<file path="src/rtl/gfx_pkg.sv">
// gfx_pkg: shared graphics widths, framebuffer geometry, arbiter states and clog2
package gfx_pkg;
    localparam int COORD_W   = 10;
    localparam int COLOR_W   = 12;
    localparam int FB_WIDTH  = 640;
    localparam int FB_HEIGHT = 480;

    typedef enum logic {ARB_IDLE, ARB_GRANT} arb_state_t;

    function automatic int clog2(input int v);
        int r;
        r = 0;
        while ((1 << r) < v) r++;
        return r;
    endfunction
endpackage

</file>
<file path="src/rtl/pixel_write_arbiter_rr_pick.sv">
// rr_pick: combinational round-robin search of a request vector from a start index
module rr_pick
    import gfx_pkg::*;
#(
    parameter int N = 4,
    localparam int SW = clog2(N)
)(
    input  logic [N-1:0]  i_req,
    input  logic [SW-1:0] i_start,
    input  logic [N-1:0]  i_excl,
    output logic          o_found,
    output logic [SW-1:0] o_idx
);
    logic [N-1:0] w_cand;

    assign w_cand = i_req & ~i_excl;

    // scan offsets high to low so the candidate nearest the start pointer wins
    always_comb begin
        o_found = 1'b0;
        o_idx   = '0;
        for (int k = N - 1; k >= 0; k--) begin
            if (w_cand[(int'(i_start) + k) % N]) begin
                o_found = 1'b1;
                o_idx   = SW'((int'(i_start) + k) % N);
            end
        end
    end
endmodule

</file>
<file path="src/rtl/pixel_write_arbiter.sv">
// pixel_write_arbiter: round-robin, burst-limited sharing of the framebuffer pixel port
// Optional per-requester beat/stall counters are built when ARB_STATS_EN is defined.
module pixel_write_arbiter
    import gfx_pkg::*;
#(
    parameter int N         = 4,
    parameter int MAX_BURST = 8,
    parameter int CW        = COLOR_W,
    localparam int SW = clog2(N),
    localparam int BW = clog2(MAX_BURST + 1)
)(
    input  logic                  clk,
    input  logic                  rst_,
    input  logic [N-1:0]          req_rts,
    output logic [N-1:0]          req_rtr,
    input  logic [N*COORD_W-1:0]  req_x,
    input  logic [N*COORD_W-1:0]  req_y,
    input  logic [N*CW-1:0]       req_color,
    output logic                  out_rts,
    input  logic                  out_rtr,
    output logic [COORD_W-1:0]    out_x,
    output logic [COORD_W-1:0]    out_y,
    output logic [CW-1:0]         out_color,
    output logic [SW-1:0]         out_src,
`ifdef ARB_STATS_EN
    input  logic                  stat_clr,
    output logic [N*16-1:0]       stat_beats,
    output logic [N*16-1:0]       stat_stalls,
`endif
    output logic                  busy
);
    arb_state_t         r_state, w_state_nxt;
    logic [SW-1:0]      r_grant, w_grant_nxt, r_rr_ptr, w_rr_nxt;
    logic [SW-1:0]      w_grant_inc, w_start, w_pick_idx;
    logic [BW-1:0]      r_burst_cnt, w_burst_nxt;
    logic [N-1:0]       w_grant_oh, w_excl;
    logic               w_out_free, w_acc, w_release, w_pick_found, w_grant_rts;
    logic               r_out_rts;
    logic [COORD_W-1:0] r_out_x, r_out_y;
    logic [CW-1:0]      r_out_color;
    logic [SW-1:0]      r_out_src;

    assign w_grant_oh  = {{(N-1){1'b0}}, 1'b1} << r_grant;
    assign w_grant_rts = req_rts[r_grant];
    assign w_out_free  = !r_out_rts || out_rtr;
    assign w_acc       = (r_state == ARB_GRANT) && w_grant_rts && w_out_free;
    assign w_release   = (r_state == ARB_GRANT) &&
                         (!w_grant_rts || (w_acc && r_burst_cnt == BW'(MAX_BURST - 1)));
    assign w_grant_inc = (r_grant == SW'(N - 1)) ? '0 : r_grant + 1'b1;
    assign w_start     = (r_state == ARB_IDLE) ? r_rr_ptr : w_grant_inc;
    assign w_excl      = (r_state == ARB_GRANT && !w_grant_rts) ? w_grant_oh : '0;
    assign req_rtr     = (r_state == ARB_GRANT && w_out_free) ? w_grant_oh : '0;
    assign busy        = (r_state == ARB_GRANT) || r_out_rts;
    assign out_rts     = r_out_rts;
    assign out_x       = r_out_x;
    assign out_y       = r_out_y;
    assign out_color   = r_out_color;
    assign out_src     = r_out_src;

    rr_pick #(.N(N)) u_pick (
        .i_req   (req_rts),
        .i_start (w_start),
        .i_excl  (w_excl),
        .o_found (w_pick_found),
        .o_idx   (w_pick_idx)
    );

    // next grant: first pick out of IDLE, or zero-bubble handover on release
    always_comb begin
        w_state_nxt = r_state;
        w_grant_nxt = r_grant;
        w_rr_nxt    = r_rr_ptr;
        w_burst_nxt = w_acc ? r_burst_cnt + 1'b1 : r_burst_cnt;
        if (r_state == ARB_IDLE && w_pick_found) begin
            w_state_nxt = ARB_GRANT;
            w_grant_nxt = w_pick_idx;
            w_burst_nxt = '0;
        end else if (w_release) begin
            w_rr_nxt    = w_grant_inc;
            w_state_nxt = w_pick_found ? ARB_GRANT : ARB_IDLE;
            w_grant_nxt = w_pick_found ? w_pick_idx : r_grant;
            w_burst_nxt = '0;
        end
    end

    // arbitration state registers
    always_ff @(posedge clk or negedge rst_) begin
        if (!rst_) begin
            r_state     <= ARB_IDLE;
            r_grant     <= '0;
            r_rr_ptr    <= '0;
            r_burst_cnt <= '0;
        end else begin
            r_state     <= w_state_nxt;
            r_grant     <= w_grant_nxt;
            r_rr_ptr    <= w_rr_nxt;
            r_burst_cnt <= w_burst_nxt;
        end
    end

    // output stage: load the granted lane on accept, hold under backpressure
    always_ff @(posedge clk or negedge rst_) begin
        if (!rst_) begin
            r_out_rts   <= 1'b0;
            r_out_x     <= '0;
            r_out_y     <= '0;
            r_out_color <= '0;
            r_out_src   <= '0;
        end else if (w_acc) begin
            r_out_rts   <= 1'b1;
            r_out_x     <= req_x[r_grant*COORD_W +: COORD_W];
            r_out_y     <= req_y[r_grant*COORD_W +: COORD_W];
            r_out_color <= req_color[r_grant*CW +: CW];
            r_out_src   <= r_grant;
        end else if (out_rtr) begin
            r_out_rts   <= 1'b0;
        end
    end

`ifdef ARB_STATS_EN
    for (genvar i = 0; i < N; i++) begin : g_stat
        logic [15:0] r_beats, r_stalls;
        // saturating per-requester beat and stall counters, clear wins over count
        always_ff @(posedge clk or negedge rst_) begin
            if (!rst_) begin
                r_beats  <= '0;
                r_stalls <= '0;
            end else if (stat_clr) begin
                r_beats  <= '0;
                r_stalls <= '0;
            end else begin
                if (req_rts[i] && req_rtr[i] && r_beats != 16'hffff)
                    r_beats <= r_beats + 1'b1;
                if (req_rts[i] && !req_rtr[i] && r_stalls != 16'hffff)
                    r_stalls <= r_stalls + 1'b1;
            end
        end
        assign stat_beats[i*16 +: 16]  = r_beats;
        assign stat_stalls[i*16 +: 16] = r_stalls;
    end
`endif
endmodule

</file>
<file path="config.mk">
export PLATFORM = sky130hd
export DESIGN_NAME = pixel_write_arbiter
export DESIGN_NICKNAME = d
export VERILOG_FILES = /design/src/rtl/gfx_pkg.sv /design/src/rtl/pixel_write_arbiter_rr_pick.sv /design/src/rtl/pixel_write_arbiter.sv
export SDC_FILE = /design/constraint.sdc
export NUM_CORES = 1
export LEC_CHECK = 0
export CORE_UTILIZATION = 41
export DETAILED_ROUTE_END_ITERATION = 12
export PLACE_DENSITY_LB_ADDON = 0.3
export SKIP_CTS_REPAIR_TIMING = 1
export SYNTH_ARGS = -nofsm -noshare
export SYNTH_HDL_FRONTEND = slang
export SYNTH_SLANG_ARGS = --single-unit
</file>
<file path="constraint.sdc">
create_clock -name clk -period 6.4 [get_ports clk]
set_clock_uncertainty 0.15 [all_clocks]
set_input_delay 0.96 -clock clk [delete_from_list [all_inputs] [get_ports clk]]
set_output_delay 0.96 -clock clk [all_outputs]
set_load 0.005 [all_outputs]
</file>
==> metrics.md <==
| Metric | Value |
|---|---|
| Sequential share of power | 30.6% |
| WS Path Type | register to output pin |
| Mapped Nets | 340 |
| Largest family of logic cells by synthesized area | multiplexers |
| P_int | 0.00126 W |
| Xor/xnor share of the synthesized area | 0.914% |
| Sw Share | 32.9% |
| CP Capture Type | output pin |
| I/O pin cnt | 175 |
| CP top delay family | buffers and inverters |
| Hold Fails Final Rpt | 0 |
| Routed Wire Length | 7850 microns |
| Post-route setup TNS | 0 ns |
| Max_cap viols | 0 |
| Post-synth EDFFs | 0 |
| Pwr Density | 395 mW/mm^2 |
| Crit-path max FO | 25 |
| Via count | 2475 |
| Max Root-Sink Buffers | 2 |
| Layout cells sized above 1 | 24.0% |
| Number of global-route vias before repair | 2571 |
| Switching power | 0.000620 W |
| GRT Total Usage | 21.6% |
| Antenna violations before repair | 0 |
| Fmax | 268 MHz |
| Drt via density | 5.35 |
| Die height | 85.7 microns |
| HP Class | register to register |
| Post-Syn Area | 0.00288 sq mm |
| Syn Area/Cell | 14.4 sq um |
| RSZ-0062 raised after global routing | no |
| First-pass GRT wire length | 12300 microns |
| Adder-Cell Fraction of Synth Area | 2.18% |
| Peak supply drop | 0.000208 V |
| Die width | 85.7 microns |
| Worst Path Buf+Inv | 2 |
| Residual DRC | 0 |
| Grt total ovfl | 0 |
| Crit start category | register |
| Clk_lat worst skew | 0.29 ns |
| Clk sinks | 44 |
| Post-synthesis compound-gate area fraction | 5.96% |
| Clk pwr share | 10.8% |
| Setup ws final | 2.67 ns |
| Initial DRC Count | 81 |
| Slew HR | 34.2% |
| Ys async rst share | 100% |
| P&R area growth vs syn | 65.6% |
| Final ANT Viol Nets | 0 |
| Slew @ Worst Pin | 0.986 ns |
| Row count | 30 |
| CTS buffer count | 5 |
| Final slew viol count | 0 |
| Status | finished, final reports clean |
| Yosys cell types | 35 |
| Period minus WS final | 3.73 ns |
| Port bufs | 174 |
| Largest net degree at the start of global routing | 45 |
| #FFs+latches synth | 44 |
| DP Worst Slack | 2.90 ns |
| Detailed-route wire length per cell | 17.0 microns |
| Die area | 0.00735 sq mm |
| Number of synthesis warnings | 0 |
| Routability Congestion | 0.890 |
| Part of the cycle the worst path needs | 58.3% |
| Htree depth | 2 |
| Final setup violation count | 0 |
| CP Cell Sequence | buf_4, ha_1, and3_1, clkdlybuf4s50_1 |
| Core Footprint | 0.00679 sq mm |
| CTS tree | built |
| Synthesized instance count | 200 |
| Slowest CP cell | dfrtp_2 |
| Post-Synth Simple-Gate Area | 7.31% |
| Clock transition at the registers of the reported paths | 0.09 ns |
| Antenna cells | 0 |
| Multiplexer share of the synthesized area | 41.6% |
| First drt pass iteration count | 5 |
| Root Driver | clkbuf_8 |
| Arrival time at the worst endpoint | 2.62 ns |
| Register area share after synthesis | 38.3% |
| Critical path required time | 5.29 ns |
| DPL Wire Length | 6060 microns |
| Comb pwr share | 58.6% |
| Max incr delay on CP | 0.87 ns |
| Final core occ | 70.1% |
| Net count, final | 507 |
| Leak Pwr | 1.83 nW |
| Post-synth top flop | dfrtp_1 |
| Starting Density | 42.3% |
[per-stage QoR]
step | cell area, sq um | cells | power [W] | hold slack, ns
floorplan | 2880 | 200 | 0.00123 | 0.323
global placement | 4660 | 456 | 0.00166 | 0.319
detailed placement | 4660 | 456 | 0.00169 | 0.330
CTS | 4760 | 463 | 0.00190 | 0.351
global route | 4760 | 463 | 0.00202 | 0.369
finish | 4760 | 463 | 0.00188 | 0.348
[worst register-to-register path, delay by kind of cell (launching register included)]
family / cells / cell delay [ns]
xor gates and xnor gates: 1 / 0.16
DFF: 1 / 0.87
buffers and inverters: 1 / 0.48
and+or+nand+nor: 3 / 0.97
muxes: 1 / 0.59
[worst paths after layout]
check	startpoint	endpoint	slack (ns)	depth (start not counted)
setup / recovery	r_grant[0]$_DFFE_PN0P_	req_rtr[3]	2.67	4
hold reg to reg	out_src[0]$_DFFE_PN0P_	out_src[0]$_DFFE_PN0P_	0.35	2
min in group asynchronous	rst_	out_src[0]$_DFFE_PN0P_	0.67	1
hold / removal	out_src[0]$_DFFE_PN0P_	out_src[0]$_DFFE_PN0P_	0.35	2
setup reg to reg	r_grant[0]$_DFFE_PN0P_	r_burst_cnt[3]$_DFFE_PN0P_	3.07	6
max in group asynchronous	rst_	r_grant[1]$_DFFE_PN0P_	4.75	1
[Yosys cell counts, types with 5 or more instances]
cell | n | share of area, %
buf_2 | 7 | 1.2
dfrtp_1 | 44 | 38
ha_1 | 5 | 2.2
inv_1 | 5 | 0.65
mux2_2 | 35 | 14
mux4_2 | 33 | 26
nand2_1 | 7 | 0.91
nand3_1 | 7 | 1.2
nand3b_1 | 5 | 1.3
o21ai_0 | 6 | 1.0
[kinds of logic (layout without fill, tap and decap cells)]
group	after synthesis	in the layout
AOI/OAI and AO/OA	19	19
xor gates and xnor gates	3	3
adders and majority gates	5	5
buffers and inverters	20	187
DFF	44	44
muxes	73	73
and+or+nand+nor	36	36
[registers in the layout (all words and copies together) (netlist names)]
| signal | count |
|---|---|
| r_burst_cnt | 4 |
| out_color | 12 |
| out_rts | 1 |
| out_src | 2 |
| out_x | 10 |
| r_rr_ptr | 2 |
| out_y | 10 |
| r_grant | 2 |
| r_state | 1 |
[power by group through the flow]
stage	Clock [W]	Sequential (W)	Combinational, W
final	0.000204	0.000576	0.00110
after global routing	0.000223	0.000604	0.00119
after CTS	0.000210	0.000580	0.00111
after detailed placement	0	0.000585	0.00111
after global placement	0	0.000577	0.00108
after floorplan	0	0.000499	0.000733
[per-layer routing]
| metal | vias to the layer above | track usage, % | wire length (microns) |
|---|---|---|---|
| li1 | 1119 | - | - |
| met3 | 4 | 9.14 | 863 |
| met5 | - | 0 | 0 |
| met2 | 132 | 38.6 | 4040 |
| met4 | 0 | 4.70 | 42 |
| met1 | 1220 | 24.1 | 2910 |
[cell usage in the layout, fill, tap and decap left out]
| master | instances |
|---|---|
| clkbuf_8 | 5 |
| a21oi_2 | 1 |
| mux2_2 | 35 |
| xnor2_1 | 3 |
| bufinv_16 | 1 |
| a32o_1 | 1 |
| nand3b_1 | 5 |
| nand2b_1 | 2 |
| clkdlybuf4s50_1 | 173 |
| and2_1 | 4 |
| o211ai_1 | 1 |
| buf_2 | 1 |
| buf_4 | 1 |
| o21ai_0 | 6 |
| clkbuf_1 | 1 |
| o221ai_2 | 2 |
| o221ai_1 | 2 |
| nand2_1 | 7 |
| nand4_2 | 1 |
| mux2_4 | 2 |
| inv_1 | 5 |
| o22ai_1 | 1 |
| a21oi_1 | 1 |
| or4b_1 | 1 |
| or2_2 | 1 |
| ha_1 | 5 |
| dfrtp_2 | 2 |
| o32a_1 | 1 |
| and3_1 | 4 |
| mux2i_1 | 3 |
| a41o_2 | 1 |
| o221ai_4 | 1 |
| nand3_2 | 1 |
| dfrtp_1 | 42 |
| nand3_1 | 6 |
| nor2_1 | 2 |
| mux4_2 | 33 |
| o2111ai_1 | 1 |
| nor2b_1 | 2 |
[layout make-up]
type,count,area (sq um)
clock inverter,1,30.0
inverter,5,18.8
clock buffer,6,72.6
multi-input combinational,136,1670
sequential,44,1100
fill,498,2030
tap,96,120
timing repair buffer,175,1740
(Power assumes the default switching activity.)
==> edit 1: new RTL, same flow settings <==
The parameter `MAX_BURST` goes from 8 to 16.
--- a/src/rtl/pixel_write_arbiter.sv
+++ b/src/rtl/pixel_write_arbiter.sv
@@ -4,7 +4,7 @@
     import gfx_pkg::*;
 #(
     parameter int N         = 4,
-    parameter int MAX_BURST = 8,
+    parameter int MAX_BURST = 16,
     parameter int CW        = COLOR_W,
     localparam int SW = clog2(N),
     localparam int BW = clog2(MAX_BURST + 1)
Check against the original RTL: same outputs for any inputs over 4 cycles, from zero or initial values and one cycle with rst_ low; that may be too few to reach the edited logic, so the function may still have changed.
==> edit 1 against the original RTL <==
  * Sequential cell count grew 1
  * Count of clock-buffer cells in the layout grew 1
  * Via count decreased by 1.5%
  * Cell area grew 0.13%
  * Power is 4.7% lower
  * Sequential power fell by 4.5%
  * Routed wire length decreased by 1.4%
  * Core utilization decreased by 0.29 points
  * Setup slack better by 0.24 ns
  * Area after synthesis increased by 1.9%
==> edit 1: results (changes against the original RTL) <==
critical path fanouts, max 39 (+56%); final hold slack 0.342 ns (-0.00569 ns); GR Util All Layers 0.214 (-0.00206); adder-cell area share of the yosys netlist 0.0256 (+0.00386); Seq/Total Area, Yosys 0.384 (+0.00135); Final GP Congestion 0.870 (-2.3%); Int Power 1200 uW (-5.0%); Mean Syn Cell Area 14.5 sq um (+0.91%); R2R Setup Slk 3.19 ns (+0.12 ns); final net count 510 (+0.59%); Post-synth top cells dfrtp_1 (45), mux4_2 (33), mux2_2 (18), mux2_1 (17), buf_6 (9); worst setup path end req_rtr[1]; largest net degree at the start of global routing 46 (+2.2%); multiplexer share of the synthesized area 0.405 (-0.0112); grt met3 use 0.0505 (-0.0410); Worst Reg-to-Reg Cells 4 (-2); GR Layer Usage met1 0.236 (-0.00550); metal2 WL 4390 um (+8.7%); Leakage 0.00185 uW (+0.88%); outcome completed; Distinct cells, synth 39 (+11%); Routed met3 length 526 um (-39%); dpl cells 458 (+0.44%); synth top area cells dfrtp_1 (38%), mux4_2 (25%), mux2_2 (6.9%); M1 WL 2750 um (-5.3%); R2R Path End r_burst_cnt[3]; vias per std cell 5.23 (-2.1%); met2 Track Usage GR 0.408 (+0.0222); DR iter-0 viols 72 (-11%); fmax 0.286 GHz (+6.9%); hold_sp out_y[6]; hold endpoint out_y[6]; first-pass GRT wire length 12,400 um (+1.2%); Rel. slew slack 0.316 (-0.0263); DP Worst Slack 2.75 ns (-0.156 ns); number of global-route vias before repair 2,590 (+0.74%); share of layout cells above drive strength 1 0.203 (-0.0371); hold-critical path depth 1 (-1); VDD IR max 0.000317 V (+52%); Arrival @ worst endpoint 2.38 ns (-0.24 ns); FF-to-FF Start r_grant[1]; Post-DP Area 0.00467 sq mm (+0.16%); CP Launch Point r_grant[1]; Filler Cell Count 523 (+5.0%); DP HPWL 6060 um (about the same); H-tree Lvls 2 (unchanged); routed len/inst 16.6 um (-2.0%); routed vias 2,438 (-1.5%); Syn Nets 343 (+0.88%); post-synthesis compound-gate area fraction 0.0568 (-0.00283)
edit 1: cell types whose count changed in the layout (fill, tap and decap cells not counted), moves of 2 or more:
| cell | before | now |
|---|---|---|
| a21oi_1 | 1 | 3 |
| and2_1 | 4 | 1 |
| clkbuf_8 | 5 | 7 |
| mux2_1 | 0 | 17 |
| mux2_2 | 35 | 18 |
| nand2_1 | 7 | 5 |
| nor2_1 | 2 | 4 |
| o21ai_0 | 6 | 3 |
| o21ai_1 | 0 | 2 |
| xnor2_1 | 3 | 0 |
| xor2_1 | 0 | 2 |
edit 1: cell type report:
type	instances	area [sq um]	area share
Clock buffer	7	96.3	0.0202
Clock inverter	1	5.00	0.00105
Inverter	5	18.8	0.00394
Multi-Input combinational cell	137	1660	0.347
Sequential cell	45	1130	0.237
Tap cell	96	120	0.0252
Timing Repair Buffer	175	1740	0.366
edit 1: worst max-delay path, stage by stage, from the launching register on:
cell,delay [ns]
dfrtp_2,0.99
inv_1,0.19
ha_1,0.29
and3_1,0.17
clkdlybuf4s50_1,0.44
==> edit 2: new RTL, same settings <==
Made on the original files. Register the input `req_color` before use, without a reset. The logic sees it one clock later. The other inputs are not delayed to match.
--- a/src/rtl/pixel_write_arbiter.sv
+++ b/src/rtl/pixel_write_arbiter.sv
@@ -29,6 +29,13 @@
 `endif
     output logic                  busy
 );
+
+    logic [N*CW-1:0] req_color_q;
+
+    always_ff @(posedge clk) begin
+        req_color_q <= req_color;
+    end
+
     arb_state_t         r_state, w_state_nxt;
     logic [SW-1:0]      r_grant, w_grant_nxt, r_rr_ptr, w_rr_nxt;
     logic [SW-1:0]      w_grant_inc, w_start, w_pick_idx;
@@ -110,7 +117,7 @@
             r_out_rts   <= 1'b1;
             r_out_x     <= req_x[r_grant*COORD_W +: COORD_W];
             r_out_y     <= req_y[r_grant*COORD_W +: COORD_W];
-            r_out_color <= req_color[r_grant*CW +: CW];
+            r_out_color <= req_color_q[r_grant*CW +: CW];
             r_out_src   <= r_grant;
         end else if (out_rtr) begin
             r_out_rts   <= 1'b0;
Function: changed (a bounded check fails within 4 cycles, from zero or initial values and one cycle with rst_ low).
==> edit 2 against the original RTL <==
  * Sequential cell count increased by 48
  * Final cell count increased by 16%
  * Via count increased by 13%
  * Area after synthesis increased by 35%
  * Global-route usage decreased by 2.7 points
  * Synthesized cell count increased by 25%
  * Power increased by 29%
  * Count of clock-buffer cells in the layout increased by 4
  * Cell area increased by 24%
  * Setup slack got worse by 0.092 ns
  * Clock power increased by 95%
  * Routed wire length increased by 16%
  * Largest cell class is now flip-flops and latches
==> edit 2: results (changes against the original RTL) <==
adder-cell area share of the yosys netlist 0.0161 (-0.00563); Port-buffer cells 174 (unchanged); Distinct cells, synth 38 (+8.6%); initial antenna violation count 0 (unchanged); R2R Setup Slk 3.06 ns (about the same); Syn Nets 389 (+14%); Post-synth top cells dfxtp_1 (48), dfrtp_1 (44), mux2_2 (35), mux4_2 (33), nand3_1 (7); number of CTS-inserted buffers 9 (+4); synth top area cells dfrtp_1 (28%), dfxtp_1 (25%), mux4_2 (19%); number of global-route vias before repair 2,863 (+11%); yosys warns 0 (unchanged); Seq/Total Area, Yosys 0.532 (+0.149); hold endpoint out_src[1]; Synth Area in XOR/XNOR 0.00677 (-0.00236); outcome completed; GR Util All Layers 0.189 (-0.0273); H-tree Lvls 3 (+1); multiplexer share of the synthesized area 0.311 (-0.105); DRT Pass-1 Iters 5 (unchanged); share of layout cells above drive strength 1 0.233 (-0.00684); hold_sp out_src[1]; hold-critical path depth 2 (unchanged); DP HPWL 6880 um (+14%); Clock transition at path regs 0.10 ns; post-synthesis compound-gate area fraction 0.0532 (-0.00639); Hold Crit Class reg2reg; Post-Route WL 9130 um (+16%); Final GP Congestion 0.888 (-0.22%); DR iter-0 viols 97 (+20%); sw power 781 uW (+26%); first-pass GRT wire length 14,200 um (+16%); R2R Path End out_y[9]; Filler Cell Count 736 (+48%); Rel. slew slack 0.311 (-0.0311); Clk Latency, worst-skew pair 0.37 ns (+0.08 ns); ys flop type dfxtp_1; largest net degree at the start of global routing 45 (unchanged); final net count 560 (+10%); VDD IR max 0.000192 V (-7.7%); critical path fanouts, max 26 (+4.0%); Arrival @ worst endpoint 2.71 ns (+0.09 ns); Worst Reg-to-Reg Cells 4 (-2); ys async rst share 0.478 (-0.522); vias per std cell 5.23 (-2.1%); Leakage 0.00232 uW (+27%); CTS root buffer clkbuf_8; number of flip-flops in the largest register 48 (+36)
## edit 2: worst max path at each step
stage / start / end / slack (ns)
global placement: req_rts[1] / out_x[0] / 2.91
detailed placement: req_rts[1] / out_y[5] / 2.84
CTS: r_grant[0] / req_rtr[0] / 2.47
floorplan: r_grant[0] / req_rtr[0] / 3.87
finish: r_grant[0] / req_rtr[0] / 2.58
global route: r_grant[0] / req_rtr[2] / 2.30
## edit 2: power by group through the flow
stage                     registers, uW  logic [uW]  clock network [uW]
after floorplan                     822         776                   0
final                               898        1140                 398
after global routing                933        1230                 434
after global placement              907        1120                   0
after CTS                           906        1160                 411
after detailed placement            919        1150                   0
## edit 2: per-layer routing
metal / vias up / global-route usage / wire length (um)
li1: 1293 / - / -
met1: 1364 / 0.217 / 3440
met2: 136 / 0.329 / 4710
met3: 11 / 0.0632 / 865
met4: 0 / 0.0690 / 108
met5: - / 0 / 0
## edit 2: per-stage QoR
step	util	setup WS (ns)	hold WS [ns]	instances	area, sq um
6_report	0.640	2.58	0.343	536	5880
3_5_place_dp	0.617	2.84	0.322	520	5670
2_1_floorplan	-	3.87	0.322	249	3880
5_1_grt	0.640	2.30	0.382	536	5880
4_1_cts	0.640	2.47	0.345	536	5880
3_3_place_gp	0.617	2.91	0.314	520	5670
## edit 2: cell type report
class / count / area (sq um) / share of cell area
well taps: 111 / 139 / 0.0236
flip-flops and latches: 92 / 2060 / 0.351
clock inverters: 6 / 60.1 / 0.0102
clock buffers: 10 / 149 / 0.0253
multi-input cells: 138 / 1710 / 0.291
inverters: 4 / 15.0 / 0.00255
repair buffers: 175 / 1740 / 0.296
## edit 2: critical path, cell delays in order, from the launching register on
cell,delay [ns]
dfrtp_2,0.90
buf_4,0.43
inv_1,0.14
ha_1,0.25
and3_1,0.17
clkdlybuf4s50_1,0.44
